## src/rtl/nes_loader_pkg.sv

```systemverilog
// Shared types and constants for the NES ROM download path into SDRAM port A.
package nes_loader_pkg;

  typedef enum logic [1:0] {
    ST_IDLE,
    ST_LOAD,
    ST_DRAIN,
    ST_DONE
  } ld_state_t;

  localparam int          INES_HDR_LEN = 16;
  localparam logic [31:0] INES_MAGIC   = 32'h4E45531A;
  localparam int          PRG_UNIT     = 16384;
  localparam int          CHR_UNIT     = 8192;

  typedef struct packed {
    logic [24:0] addr;
    logic [7:0]  data;
  } wr_req_t;

  // Byte i of "NES",0x1A in stream order.
  function automatic logic [7:0] magic_byte(input logic [1:0] i);
    return INES_MAGIC[8*(3-int'(i)) +: 8];
  endfunction

endpackage

```

## src/rtl/nes_loader_fifo.sv

```systemverilog
// Small synchronous FIFO, first-word fall-through; push while full is accepted
// when a pop happens in the same cycle.
module nes_loader_fifo #(
  parameter int DEPTH = 4,
  parameter int W     = 33
) (
  input  logic         clk,
  input  logic         reset,
  input  logic         push,
  input  logic [W-1:0] wdata,
  input  logic         pop,
  output logic [W-1:0] rdata,
  output logic         full,
  output logic         empty
);
  localparam int AW = $clog2(DEPTH);

  logic [W-1:0]  mem [DEPTH];
  logic [AW-1:0] wptr, rptr;
  logic [AW:0]   cnt;
  logic          do_push, do_pop;

  assign empty   = (cnt == '0);
  assign full    = (cnt == (AW+1)'(DEPTH));
  assign do_pop  = pop & ~empty;
  assign do_push = push & (~full | do_pop);
  assign rdata   = mem[rptr];

  always_ff @(posedge clk or posedge reset) begin
    if (reset) begin
      wptr <= '0;
      rptr <= '0;
      cnt  <= '0;
    end else begin
      if (do_push) wptr <= wptr + 1'b1;
      if (do_pop)  rptr <= rptr + 1'b1;
      case ({do_push, do_pop})
        2'b10:   cnt <= cnt + 1'b1;
        2'b01:   cnt <= cnt - 1'b1;
        default: ;
      endcase
    end
  end

  always_ff @(posedge clk) begin
    if (do_push) mem[wptr] <= wdata;
  end

endmodule

```

## src/rtl/nes_rom_loader.sv

```systemverilog
// Download-to-SDRAM bridge: one port-A byte write per CPU slot, CPU held while loading.
// NES_LOADER_HEADER_STRIP_EN enables iNES header decode and the PRG/CHR address split.
module nes_rom_loader
  import nes_loader_pkg::*;
#(
  parameter int          FIFO_DEPTH = 4,
  parameter logic [24:0] PRG_BASE   = 25'h0000000,
  parameter logic [24:0] CHR_BASE   = 25'h0200000
) (
  input  logic        clk,
  input  logic        reset,
  input  logic        clkref,
  input  logic        dl_active,
  input  logic        dl_wr,
  input  logic [7:0]  dl_data,
  output logic [24:0] mem_addr,
  output logic [7:0]  mem_din,
  output logic        mem_we,
  output logic        cpu_hold,
  output logic        done,
  output logic        overflow,
  output logic [7:0]  hdr_prg_16k,
  output logic [7:0]  hdr_chr_8k,
  output logic [7:0]  hdr_mapper,
  output logic        hdr_valid
);

  ld_state_t   state;
  logic        dl_active_d, clkref_d, pend;
  logic        rise, fall, slot_end, in_load, hdr_phase;
  logic        data_wr, pop, push, drain_done, load_enter;
  logic        fifo_full, fifo_empty;
  logic [24:0] data_idx, wr_addr;
  wr_req_t     wreq, head;

  assign rise       = dl_active & ~dl_active_d;
  assign fall       = ~dl_active & dl_active_d;
  assign slot_end   = clkref_d & ~clkref;
  assign in_load    = (state == ST_LOAD);
  assign data_wr    = in_load & dl_wr & ~hdr_phase;
  assign pop        = slot_end & ~fifo_empty;
  assign push       = data_wr & (~fifo_full | pop);
  // mem_we low with an empty FIFO means the last slot has fully elapsed
  assign drain_done = fifo_empty & ~mem_we;
  assign load_enter = (rise & (state == ST_IDLE || state == ST_DONE)) |
                      ((state == ST_DRAIN) & drain_done & (pend | rise));
  assign wreq       = '{addr: wr_addr, data: dl_data};

  always_ff @(posedge clk or posedge reset) begin
    if (reset) begin
      state    <= ST_IDLE;
      pend     <= 1'b0;
      cpu_hold <= 1'b0;
      done     <= 1'b0;
    end else if (load_enter) begin
      state    <= ST_LOAD;
      pend     <= 1'b0;
      cpu_hold <= 1'b1;
      done     <= 1'b0;
    end else begin
      case (state)
        ST_LOAD: if (fall) state <= ST_DRAIN;
        ST_DRAIN: begin
          if (drain_done) begin
            state    <= ST_DONE;
            cpu_hold <= 1'b0;
            done     <= 1'b1;
          end else if (rise) begin
            pend <= 1'b1;
          end else if (fall) begin
            pend <= 1'b0;
          end
        end
        default: ;
      endcase
    end
  end

  // Dropped bytes still advance the index so later bytes keep their file position.
  always_ff @(posedge clk or posedge reset) begin
    if (reset) begin
      dl_active_d <= 1'b0;
      clkref_d    <= 1'b0;
      data_idx    <= '0;
      overflow    <= 1'b0;
      mem_we      <= 1'b0;
      mem_addr    <= '0;
      mem_din     <= '0;
    end else begin
      dl_active_d <= dl_active;
      clkref_d    <= clkref;
      if (load_enter) begin
        data_idx <= '0;
        overflow <= 1'b0;
      end else if (data_wr) begin
        data_idx <= data_idx + 25'd1;
        if (!push) overflow <= 1'b1;
      end
      if (slot_end) begin
        mem_we <= ~fifo_empty;
        if (!fifo_empty) begin
          mem_addr <= head.addr;
          mem_din  <= head.data;
        end
      end
    end
  end

`ifdef NES_LOADER_HEADER_STRIP_EN
  logic [4:0]  hdr_idx;
  logic        magic_ok;
  logic [24:0] prg_bytes;
  logic        in_chr;

  assign hdr_phase = (hdr_idx < 5'(INES_HDR_LEN));
  assign prg_bytes = 25'(hdr_prg_16k) * 25'(PRG_UNIT);
  // A bad magic leaves hdr_valid low, which keeps every byte in PRG space
  assign in_chr    = hdr_valid & (hdr_prg_16k != 8'd0) & (data_idx >= prg_bytes);
  assign wr_addr   = in_chr ? CHR_BASE + (data_idx - prg_bytes) : PRG_BASE + data_idx;

  always_ff @(posedge clk or posedge reset) begin
    if (reset) begin
      hdr_idx     <= '0;
      magic_ok    <= 1'b0;
      hdr_prg_16k <= '0;
      hdr_chr_8k  <= '0;
      hdr_mapper  <= '0;
      hdr_valid   <= 1'b0;
    end else if (load_enter) begin
      hdr_idx     <= '0;
      magic_ok    <= 1'b0;
      hdr_prg_16k <= '0;
      hdr_chr_8k  <= '0;
      hdr_mapper  <= '0;
      hdr_valid   <= 1'b0;
    end else if (in_load && dl_wr && hdr_phase) begin
      hdr_idx <= hdr_idx + 5'd1;
      case (hdr_idx[3:0])
        4'd0:             magic_ok <= (dl_data == magic_byte(2'd0));
        4'd1, 4'd2, 4'd3: magic_ok <= magic_ok & (dl_data == magic_byte(hdr_idx[1:0]));
        4'd4:             hdr_prg_16k <= dl_data;
        4'd5:             hdr_chr_8k  <= dl_data;
        4'd6:             hdr_mapper[3:0] <= dl_data[7:4];
        4'd7:             hdr_mapper[7:4] <= dl_data[7:4];
        4'd15:            hdr_valid <= magic_ok;
        default: ;
      endcase
    end
  end
`else
  assign hdr_phase   = 1'b0;
  assign wr_addr     = PRG_BASE + data_idx;
  assign hdr_prg_16k = '0;
  assign hdr_chr_8k  = '0;
  assign hdr_mapper  = '0;
  assign hdr_valid   = 1'b0;
`endif

  nes_loader_fifo #(
    .DEPTH (FIFO_DEPTH),
    .W     ($bits(wr_req_t))
  ) u_fifo (
    .clk   (clk),
    .reset (reset),
    .push  (push),
    .wdata (wreq),
    .pop   (pop),
    .rdata (head),
    .full  (fifo_full),
    .empty (fifo_empty)
  );

endmodule

```

## config.mk

```make
export PLATFORM = sky130hd
export DESIGN_NAME = nes_rom_loader
export DESIGN_NICKNAME = d
export VERILOG_FILES = /design/src/rtl/nes_loader_pkg.sv /design/src/rtl/nes_loader_fifo.sv /design/src/rtl/nes_rom_loader.sv
export SDC_FILE = /design/constraint.sdc
export NUM_CORES = 1
export LEC_CHECK = 0
export ABC_AREA = 1
export CAP_MARGIN = 10
export CORE_ASPECT_RATIO = 0.7
export CORE_MARGIN = 2
export CORE_UTILIZATION = 52
export DETAILED_ROUTE_END_ITERATION = 8
export GPL_TIMING_DRIVEN = 0
export PLACE_DENSITY = 0.78
export SLEW_MARGIN = 20
export SYNTH_ARGS = -nofsm -noshare
export SYNTH_HDL_FRONTEND = slang
export SYNTH_SLANG_ARGS = --single-unit
```

## constraint.sdc

```tcl
create_clock -name clk -period 2.9 [get_ports clk]
set_clock_uncertainty 0.15 [all_clocks]
set_input_delay 0.58 -clock clk [delete_from_list [all_inputs] [get_ports clk]]
set_output_delay 0.58 -clock clk [all_outputs]
set_load 0.05 [all_outputs]
```

==> results of run 1 <==
==> power by group <==
part | internal [uW] | total (uW) | switching [uW] | leakage, uW
clock network | 1420 | 2470 | 1060 | 0.000293
logic | 1150 | 3590 | 2440 | 0.00166
registers | 3660 | 4040 | 385 | 0.00209
total | 6220 | 10100 | 3880 | 0.00404
==> Yosys cell counts, drive strengths merged (4+ instances only) <==
master	n
o21ai	77
clkbuf	9
a21oi	10
inv	45
nand3	20
a31oi	33
dfrtp	74
nor3	4
xnor2	5
buf	47
edfxtp	132
nand2	65
nand4	9
ha	10
xor2	9
nor2	223
==> kinds of logic after synthesis <==
group,Yosys count,synth area share [%]
simple gates,324,15.9
flops,206,67.1
compound gates,121,7.58
buf+inv,102,6.25
xor+xnor,14,1.42
fa+ha+maj,11,1.68
other cells,1,0.0433
==> final cells by class <==
class | count | area share [%]
tap | 225 | 2.73
buffer | 56 | 3.54
multi-input combinational | 495 | 23.5
sequential | 206 | 56.4
clock inverter | 8 | 0.643
inverter | 46 | 1.74
clock buffer | 27 | 5.32
timing repair buffer | 54 | 6.09
==> path summary, 6_finish.rpt <==
kind                           from             to  slack [ns]
min reg2reg                    pend           pend        0.34
min in group clk               pend           pend        0.34
max                        state[1]  u_fifo.cnt[2]        0.28
max reg2reg                state[1]  u_fifo.cnt[2]        0.28
min                           reset    mem_addr[5]        0.30
max in group asynchronous     reset   data_idx[14]        1.72
==> layout by cell type, fill, tap and decap left out, types with 2 or more instances in the layout <==
| cell | synthesis | layout |
|---|---|---|
| buf_6 | 4 | 4 |
| nand3b_1 | 2 | 2 |
| ha_1 | 10 | 10 |
| nand2_1 | 60 | 60 |
| clkbuf_2 | 4 | 4 |
| xor2_1 | 9 | 9 |
| nor2_4 | 3 | 7 |
| dfrtp_1 | 74 | 74 |
| nand4_1 | 9 | 9 |
| buf_2 | 15 | 15 |
| nand3_2 | 2 | 2 |
| conb_1 | 1 | 25 |
| o21ai_0 | 75 | 75 |
| xnor2_1 | 5 | 5 |
| clkbuf_1 | 5 | 11 |
| a31oi_1 | 33 | 33 |
| clkdlybuf4s50_1 | 0 | 49 |
| clkinv_1 | 0 | 3 |
| buf_4 | 27 | 27 |
| inv_1 | 43 | 42 |
| clkbuf_16 | 0 | 21 |
| buf_16 | 0 | 5 |
| inv_4 | 1 | 2 |
| nor3_1 | 3 | 3 |
| o21ai_2 | 2 | 2 |
| clkinv_2 | 1 | 3 |
| clkinvlp_4 | 0 | 2 |
| edfxtp_1 | 132 | 132 |
| nor2_2 | 7 | 7 |
| nor2_1 | 213 | 209 |
| nand3_1 | 17 | 17 |
| a21oi_1 | 10 | 10 |
| nand2_2 | 4 | 4 |
==> routing by layer <==
metal / wire length, um / global-route usage (%) / part of all wire [%] / vias to the layer above
met4: 297 / 5.17 / 1.6 / 0
met5: 0 / 0 / 0 / -
met1: 8210 / 31.5 / 44 / 2775
li1: - / - / - / 2783
met2: 8660 / 34.2 / 47 / 208
met3: 1340 / 3.43 / 7.3 / 28
==> stage by stage <==
stage               hold slack [ns]  total power [uW]  cells  TNS (ns)  cell area [sq um]
finish                        0.301             10100   1117         0              10300
floorplan                     0.314              6440    803    -13.28               8750
CTS                           0.316             10100   1117         0              10300
global route                  0.324             10600   1117         0              10300
global placement              0.334              7540   1077   -308.63               9520
detailed placement            0.337              7670   1082     -2.03               9690
==> registers in the layout, summed over array words and instances, names as in the netlist <==
name,flops
u_fifo.mem,132
clkref_d,1
mem_we,1
u_fifo.rptr,2
mem_addr,25
pend,1
u_fifo.wptr,2
mem_din,8
overflow,1
done,1
cpu_hold,1
data_idx,25
state,2
u_fifo.cnt,3
dl_active_d,1
==> worst register-to-register path, delay by kind of cell (launching register included) <==
kind	cells	cell delay, ns
AOI/OAI and AO/OA	2	0.24
xor gates and xnor gates	1	0.15
adders and majority gates	3	0.80
buffers and inverters	3	0.33
DFF	1	0.35
and+or+nand+nor	2	0.46
==> results.json, run 1 <==
{
  "status": "completed",
  "slew_headroom_pct": 56.2,
  "peakVddDrop_mv": 0.552,
  "area_growth_pct": 19.0,
  "hpwlAfterDp_mm": 12.1,
  "leakage_uw": 0.00404,
  "place_congestion": 0.875,
  "synth_area_sq_mm": 0.00866,
  "seq_area_frac_synth_pct": 67.1,
  "startpoint_type": "flip-flop",
  "fill_cells": 1243,
  "p_per_area_mw_per_mm2": 980,
  "end_kind": "flip-flop",
  "critPathArrivalTime_ns": 2.83,
  "synth_edf_count": 132,
  "worst_pin_slew_ns": 0.655,
  "die_area_sq_mm": 0.0177,
  "clock-sinks": 206,
  "cp_max_fo": 10,
  "min_period_ns": 2.62,
  "io_pins": 75,
  "antenna_found_initial": 0,
  "finalHoldViolCount": 0,
  "start_util_pct": 53.1,
  "layout-drive-gt1-share_pct": 12.4,
  "die_w_um": 158,
  "cts-root-buf": "clkbuf_16",
  "die_h_um": 112,
  "yosysTopAreaCell": "edfxtp_1",
  "synth_area_leaders": "edfxtp_1 46%, dfrtp_1 21%, nor2_1 9.2%, o21ai_0 4.3%, nand2_1 2.6%",
  "wl_mm": 18.5,
  "first_iter_violations": 532,
  "fin_ws_ns": 0.278,
  "worst-path-buf-inv": 3,
  "critPathRequiredTime_ns": 3.11,
  "grt_pass1_vias": 5631,
  "multi_input_area_sq_mm": 0.00242,
  "final_antenna_net_count": 0,
  "cts-resized-gates": 0,
  "antenna_cells": 0,
  "synth_ff_type": "edfxtp_1",
  "yosys.area.top_type_share_pct": 45.8,
  "synth_cells": 779,
  "critPathTopFamily": "adder cells",
  "core_sq_mm": 0.0163,
  "gr-total-overflow": 0,
  "worst_r2r_path_depth": 11,
  "rows": 39,
  "vias_per_cell": 5.19,
  "nets": 903,
  "critical_path.cell_chain": "inv_1 > ha_1 > nand2_4 > clkinv_2 > nand2_2 > ha_1 > inv_1 > fa_1 > a21oi_1 > o21ai_0 > xor2_1",
  "min_path_type": "input port to async pin",
  "period_share_pct": 90.4,
  "cts_buffers": 20,
  "cts.path.max_buffers": 3,
  "fin_util_pct": 63.3,
  "grtUsageTotal_pct": 21.5,
  "vias": 5794,
  "slowest_delay_ns": 0.38,
  "ys_ff_latch": 206,
  "slew_viol_final": 0,
  "ys_warn_count": 0,
  "routedWlPerCell_um": 16.6,
  "path_class": "flip-flop to flip-flop",
  "clkLatencyLatePin_ns": 0.49,
  "grt_max_degree": 48,
  "synth_area_per_cell_sq_um": 11.1,
  "clkTransAtPathRegs_ns": 0.06,
  "rsz0062_at_grt": "no",
  "cts_hold_buf": 0,
  "drcViolationCount": 0,
  "place_ws_ns": -0.126,
  "max_freq_mhz": 381,
  "cp_slowest_cell": "fa_1",
  "grt_pass1_wl_mm": 29.5,
  "regArea_sq_mm": 0.00582,
  "maxCapViolCount": 0,
  "cp.depth": 11,
  "io_buffers": 49,
  "first_pass_iters": 7,
  "yosysUniqueCellTypes": 36,
  "finalSetupViolCount": 0,
  "htree_levels": 1,
  "synthArstFlopShare_pct": 35.9,
  "cts_setup_buffers": 0,
  "tritoncts": "yes"
}
Note: power is estimated with default switching activity, not from simulation.
==> run 2: changes to the inputs <==
--- a/config.mk
+++ b/config.mk
@@ -13,6 +13,7 @@
 export DETAILED_ROUTE_END_ITERATION = 8
 export GPL_TIMING_DRIVEN = 0
 export PLACE_DENSITY = 0.78
+export REMOVE_ABC_BUFFERS = 1
 export SLEW_MARGIN = 20
 export SYNTH_ARGS = -nofsm -noshare
 export SYNTH_HDL_FRONTEND = slang
==> run 2 against run 1 <==
  * Register-to-register slack lost 0.04 ns
  * Final cell count shrank 5.0%
  * Sequential share of layout area grew 2.2 points
  * Worst hold slack gained 0.049 ns
  * Clock-buffer cell count grew 2
  * Global-route usage shrank 2.0 points
  * Die area is the same
  * Via count shrank 5.5%
  * Worst setup slack lost 0.042 ns
  * Sequential power grew 5.4%
  * Non-clock buffer count shrank 55
  * Clock power shrank 2%
==> results.json, run 2 (same netlist as run 1, synthesis figures left out) <==
{
  "routedWlPerCell_um": 15.6,
  "min_period_ns": 2.66,
  "rsz0062_at_grt": "no",
  "power_uw": 9790,
  "vias": 5475,
  "core_sq_mm": 0.0163,
  "status": "completed",
  "clkLatencyLatePin_ns": 0.48,
  "period_share_pct": 91.9,
  "grt_pass1_vias": 5320,
  "fin_ws_ns": 0.236,
  "final_antenna_net_count": 0,
  "first_iter_violations": 568,
  "setup_tns_ns": 0,
  "grt_max_degree": 69,
  "peakVddDrop_mv": 0.547,
  "die_w_um": 158,
  "clock-sinks": 206,
  "io_buffers": 49,
  "hpwlAfterDp_mm": 10.0,
  "mostFrequentLayoutCells": "209 x nor2_1, 132 x edfxtp_1, 75 x o21ai_0",
  "drcViolationCount": 0,
  "startpoint_type": "flip-flop",
  "gr-total-overflow": 0,
  "die_area_sq_mm": 0.0177,
  "die_h_um": 112,
  "final_common_cell": "nor2_1",
  "tritoncts": "yes",
  "vias_per_cell": 5.16,
  "slew_headroom_pct": 40.1,
  "rows": 39,
  "cts.path.max_buffers": 3,
  "finalSetupViolCount": 0,
  "cp_max_fo": 10,
  "max_freq_mhz": 375,
  "r2r_start": "state[1]",
  "cts_buffers": 19,
  "cts-root-buf": "clkbuf_16",
  "nets": 847,
  "start_util_pct": 53.1,
  "antenna_cells": 0,
  "top_regs": "u_fifo.mem x132, data_idx x25, mem_addr x25",
  "layout-drive-gt1-share_pct": 8.13,
  "grtUsageTotal_pct": 19.5,
  "clkTransAtPathRegs_ns": 0.06,
  "startpoint": "state[1]",
  "slew_viol_final": 0,
  "wl_met3_um": 896,
  "cts_hold_buf": 0,
  "largest_reg_flops": 132,
  "wl_met1_mm": 7.95,
  "critPathRequiredTime_ns": 3.11,
  "wl_mm": 16.6,
  "cts-resized-gates": 0,
  "maxCapViolCount": 0,
  "place_ws_ns": -0.344,
  "path_class": "flip-flop to flip-flop",
  "critPathArrivalTime_ns": 2.87,
  "min_path_type": "input port to async pin",
  "area_growth_pct": 14.7,
  "place_congestion": 0.854,
  "htree_levels": 1,
  "top_layer_used": "met4",
  "io_pins": 75,
  "met2_length_mm": 7.56,
  "end_kind": "flip-flop",
  "antenna_found_initial": 0,
  "largest-register": "u_fifo.mem",
  "leakage_uw": 0.00379,
  "finalHoldViolCount": 0,
  "cts_setup_buffers": 0,
  "worst_pin_slew_ns": 0.898,
  "p_per_area_mw_per_mm2": 985,
  "first_pass_iters": 4,
  "grt_pass1_wl_mm": 27.2
}
-- run 2: changes by cell type in the layout (fill, tap and decap cells not counted), sizes merged --
cell	delta
buf	-46
clkbuf	-7
clkinv	-2
clkinvlp	-2
inv	+1
-- run 2: power by group --
part           total (uW)  switching (uW)  internal [uW]
Clock                2430            1020           1410
Combinational        3100            2060           1030
Sequential           4260             600           3660
Total                9790            3690           6100
-- run 2: critical path: stages (launching register included) --
cell and delay (ns):
dfrtp_1 0.36, inv_1 0.06, ha_1 0.22, nand2_4 0.15
clkinv_2 0.20, nand2_2 0.31, ha_1 0.23, inv_1 0.07
fa_1 0.37, a21oi_1 0.13, o21ai_0 0.13, xor2_1 0.16
-- run 2: worst paths after layout --
path                                  to  slack [ns]  depth (start not counted)
max in group asynchronous     mem_din[0]        1.65                          3
setup reg to reg           u_fifo.cnt[2]        0.24                         11
hold / removal                  cpu_hold        0.35                          2
min in group clk                    pend        0.36                          2
setup / recovery           u_fifo.cnt[2]        0.24                         11
hold reg to reg                     pend        0.36                          2
-- run 2: area by class of cell --
cell class	count	area, sq um
fillers	1279	6360
clock inverters	5	53.8
repair buffers	55	618
clock buffers	29	553
well taps	225	282
multi-input cells	495	2420
flip-flops and latches	206	5820
inverters	46	184
-- run 2: stage by stage --
stage,util (%),hold slack [ns],cell area [sq um],cells
floorplan,-,0.314,8390,747
global placement,56.2,0.331,9160,1021
detailed placement,57.2,0.348,9330,1027
CTS,60.9,0.364,9930,1061
global route,61.0,0.386,9940,1061
finish,61.0,0.350,9940,1061
-- run 2: layer usage --
metal,vias up,track usage [%]
li1,2673,-
met1,2644,29.4
met2,143,30.1
met3,15,3.19
met4,0,4.74
met5,-,0
==> run 3: changes to the inputs <==
--- a/config.mk
+++ b/config.mk
@@ -12,7 +12,7 @@
 export CORE_UTILIZATION = 52
 export DETAILED_ROUTE_END_ITERATION = 8
 export GPL_TIMING_DRIVEN = 0
-export PLACE_DENSITY = 0.78
+export PLACE_DENSITY_LB_ADDON = 0.12
 export REMOVE_ABC_BUFFERS = 1
 export SLEW_MARGIN = 20
 export SYNTH_ARGS = -nofsm -noshare
==> run 3 against run 2 <==
  * Clock power increased by 7%
  * Combinational power is 4% higher
  * Non-clock buffer count grew 1
  * Worst setup slack worse by 0.048 ns
  * Largest cell class unchanged
  * Fmax shrank 1.8%
  * Largest power group unchanged
  * Power is 2.3% higher
  * Utilization rose by 0.45 points
==> results.json, run 3 (same netlist as run 1, synthesis figures left out) <==
{
  "status": "completed",
  "clkLatencyLatePin_ns": 0.49,
  "slew_viol_final": 0,
  "tritoncts": "yes",
  "drcViolationCount": 0,
  "worst_pin_slew_ns": 0.814,
  "fin_hold_ws_ns": 0.275,
  "first_iter_violations": 421,
  "final_antenna_net_count": 0,
  "startpoint_type": "flip-flop",
  "cp_max_fo": 10,
  "max_freq_mhz": 369,
  "cts-resized-gates": 0,
  "largest-register": "u_fifo.mem",
  "fill_cells": 1310,
  "rsz0062_at_grt": "no",
  "peakVddDrop_mv": 0.735,
  "p_per_area_mw_per_mm2": 1000,
  "clock-sinks": 206,
  "min_period_ns": 2.71,
  "period_share_pct": 93.5,
  "io_pins": 75,
  "vias": 5513,
  "antenna_cells": 0,
  "multi_input_area_sq_mm": 0.00242,
  "cts-root-buf": "clkbuf_16",
  "finalSetupViolCount": 0,
  "antenna_found_initial": 0,
  "power_uw": 10000,
  "nets": 850,
  "wl_mm": 17.3,
  "cp_slowest_cell": "fa_1",
  "die_area_sq_mm": 0.0177,
  "io_buffers": 49,
  "top_regs": "u_fifo.mem x132, data_idx x25, mem_addr x25",
  "regArea_sq_mm": 0.00582,
  "die_h_um": 112,
  "vias_per_cell": 5.17,
  "grtUsageTotal_pct": 20.2,
  "cts_hold_buf": 0,
  "path_class": "flip-flop to flip-flop",
  "cts.path.max_buffers": 3,
  "finalHoldViolCount": 0,
  "first_pass_iters": 5,
  "die_w_um": 158,
  "layout-drive-gt1-share_pct": 8.56,
  "grt_pass1_vias": 5443,
  "end_kind": "flip-flop",
  "grt_max_degree": 69,
  "slew_headroom_pct": 45.7,
  "cts_buffers": 21,
  "mostFrequentLayoutCells": "209 x nor2_1, 132 x edfxtp_1, 75 x o21ai_0",
  "min_path_type": "input port to async pin",
  "rows": 39,
  "largest_reg_flops": 132,
  "htree_levels": 1,
  "grt_pass1_wl_mm": 27.9,
  "clkTransAtPathRegs_ns": 0.06,
  "area_growth_pct": 15.5,
  "place_congestion": 0.854,
  "critPathRequiredTime_ns": 3.11,
  "maxCapViolCount": 0,
  "start_util_pct": 53.1,
  "gr-total-overflow": 0,
  "routedWlPerCell_um": 16.2,
  "core_sq_mm": 0.0163,
  "slowest_delay_ns": 0.37,
  "hpwlAfterDp_mm": 10.2,
  "leakage_uw": 0.00383,
  "critPathArrivalTime_ns": 2.92,
  "critical_path.cell_chain": "inv_1 > ha_1 > nand2_4 > clkinv_2 > nand2_2 > ha_1 > inv_1 > fa_1 > a21oi_1 > o21ai_0 > xor2_1",
  "final_common_cell": "nor2_1",
  "cts_setup_buffers": 0
}
==> run 3: cell count changes in the layout (fill, tap and decap cells not counted) <==
cell / before / now
clkbuf_1: 6 / 2
clkinv_2: 4 / 7
inv_6: 2 / 3
clkinv_1: 0 / 5
buf_12: 5 / 6
clkbuf_8: 4 / 0
clkbuf_16: 19 / 21
bufinv_16: 1 / 2
==> run 3: through the flow <==
| step | setup TNS (ns) | instance area, sq um | setup WS, ns | util (%) | std cells |
|---|---|---|---|---|---|
| after floorplan | -14.07 | 8390 | -0.101 | - | 747 |
| after global placement | -419.00 | 9160 | -2.07 | 56.2 | 1021 |
| after detailed placement | -2.28 | 9350 | -0.375 | 57.3 | 1028 |
| after CTS | 0 | 10000 | 0.137 | 61.4 | 1066 |
| after global routing | 0 | 10000 | 0.00504 | 61.4 | 1066 |
| final | 0 | 10000 | 0.188 | 61.4 | 1066 |
==> run 3: final timing paths <==
check                      cells after the start              to  slack (ns)     start
max                                           11   u_fifo.cnt[2]        0.19  state[1]
min                                            2    mem_addr[15]        0.28     reset
max reg2reg                                   11   u_fifo.cnt[2]        0.19  state[1]
min reg2reg                                    2            pend        0.35      pend
max in group asynchronous                      3  u_fifo.rptr[0]        1.73     reset
min in group clk                               2            pend        0.35      pend
==> run 3: critical path: cells and delay by family (launching register included) <==
family	cells	cell delay, ns
simple gates	2	0.48
fa+ha+maj	3	0.79
flops	1	0.36
compound gates	2	0.27
xor+xnor	1	0.17
buf+inv	3	0.36
==> run 3: where the power goes <==
part | leakage, uW | internal (uW) | total (uW) | switching (uW)
combinational | 0.00141 | 1060 | 3230 | 2170
clock | 0.000330 | 1510 | 2610 | 1100
sequential | 0.00209 | 3660 | 4180 | 514
total | 0.00383 | 6230 | 10000 | 3780
==> run 3: area by class of cell <==
type                    count  share of cell area, %
flip-flops and latches    206                   58.2
multi-input cells         495                   24.2
repair buffers             56                   6.38
clock buffers              23                   5.33
well taps                 225                   2.81
inverters                  46                   1.84
clock inverters            15                   1.26
==> run 3: layer usage <==
layer | GRT usage, % | vias to the layer above | wire length (um)
met2 | 32.4 | 146 | 7960
met3 | 2.92 | 34 | 811
met4 | 6.61 | 0 | 488
li1 | - | 2689 | -
met5 | 0 | - | 0
met1 | 28.6 | 2644 | 8020
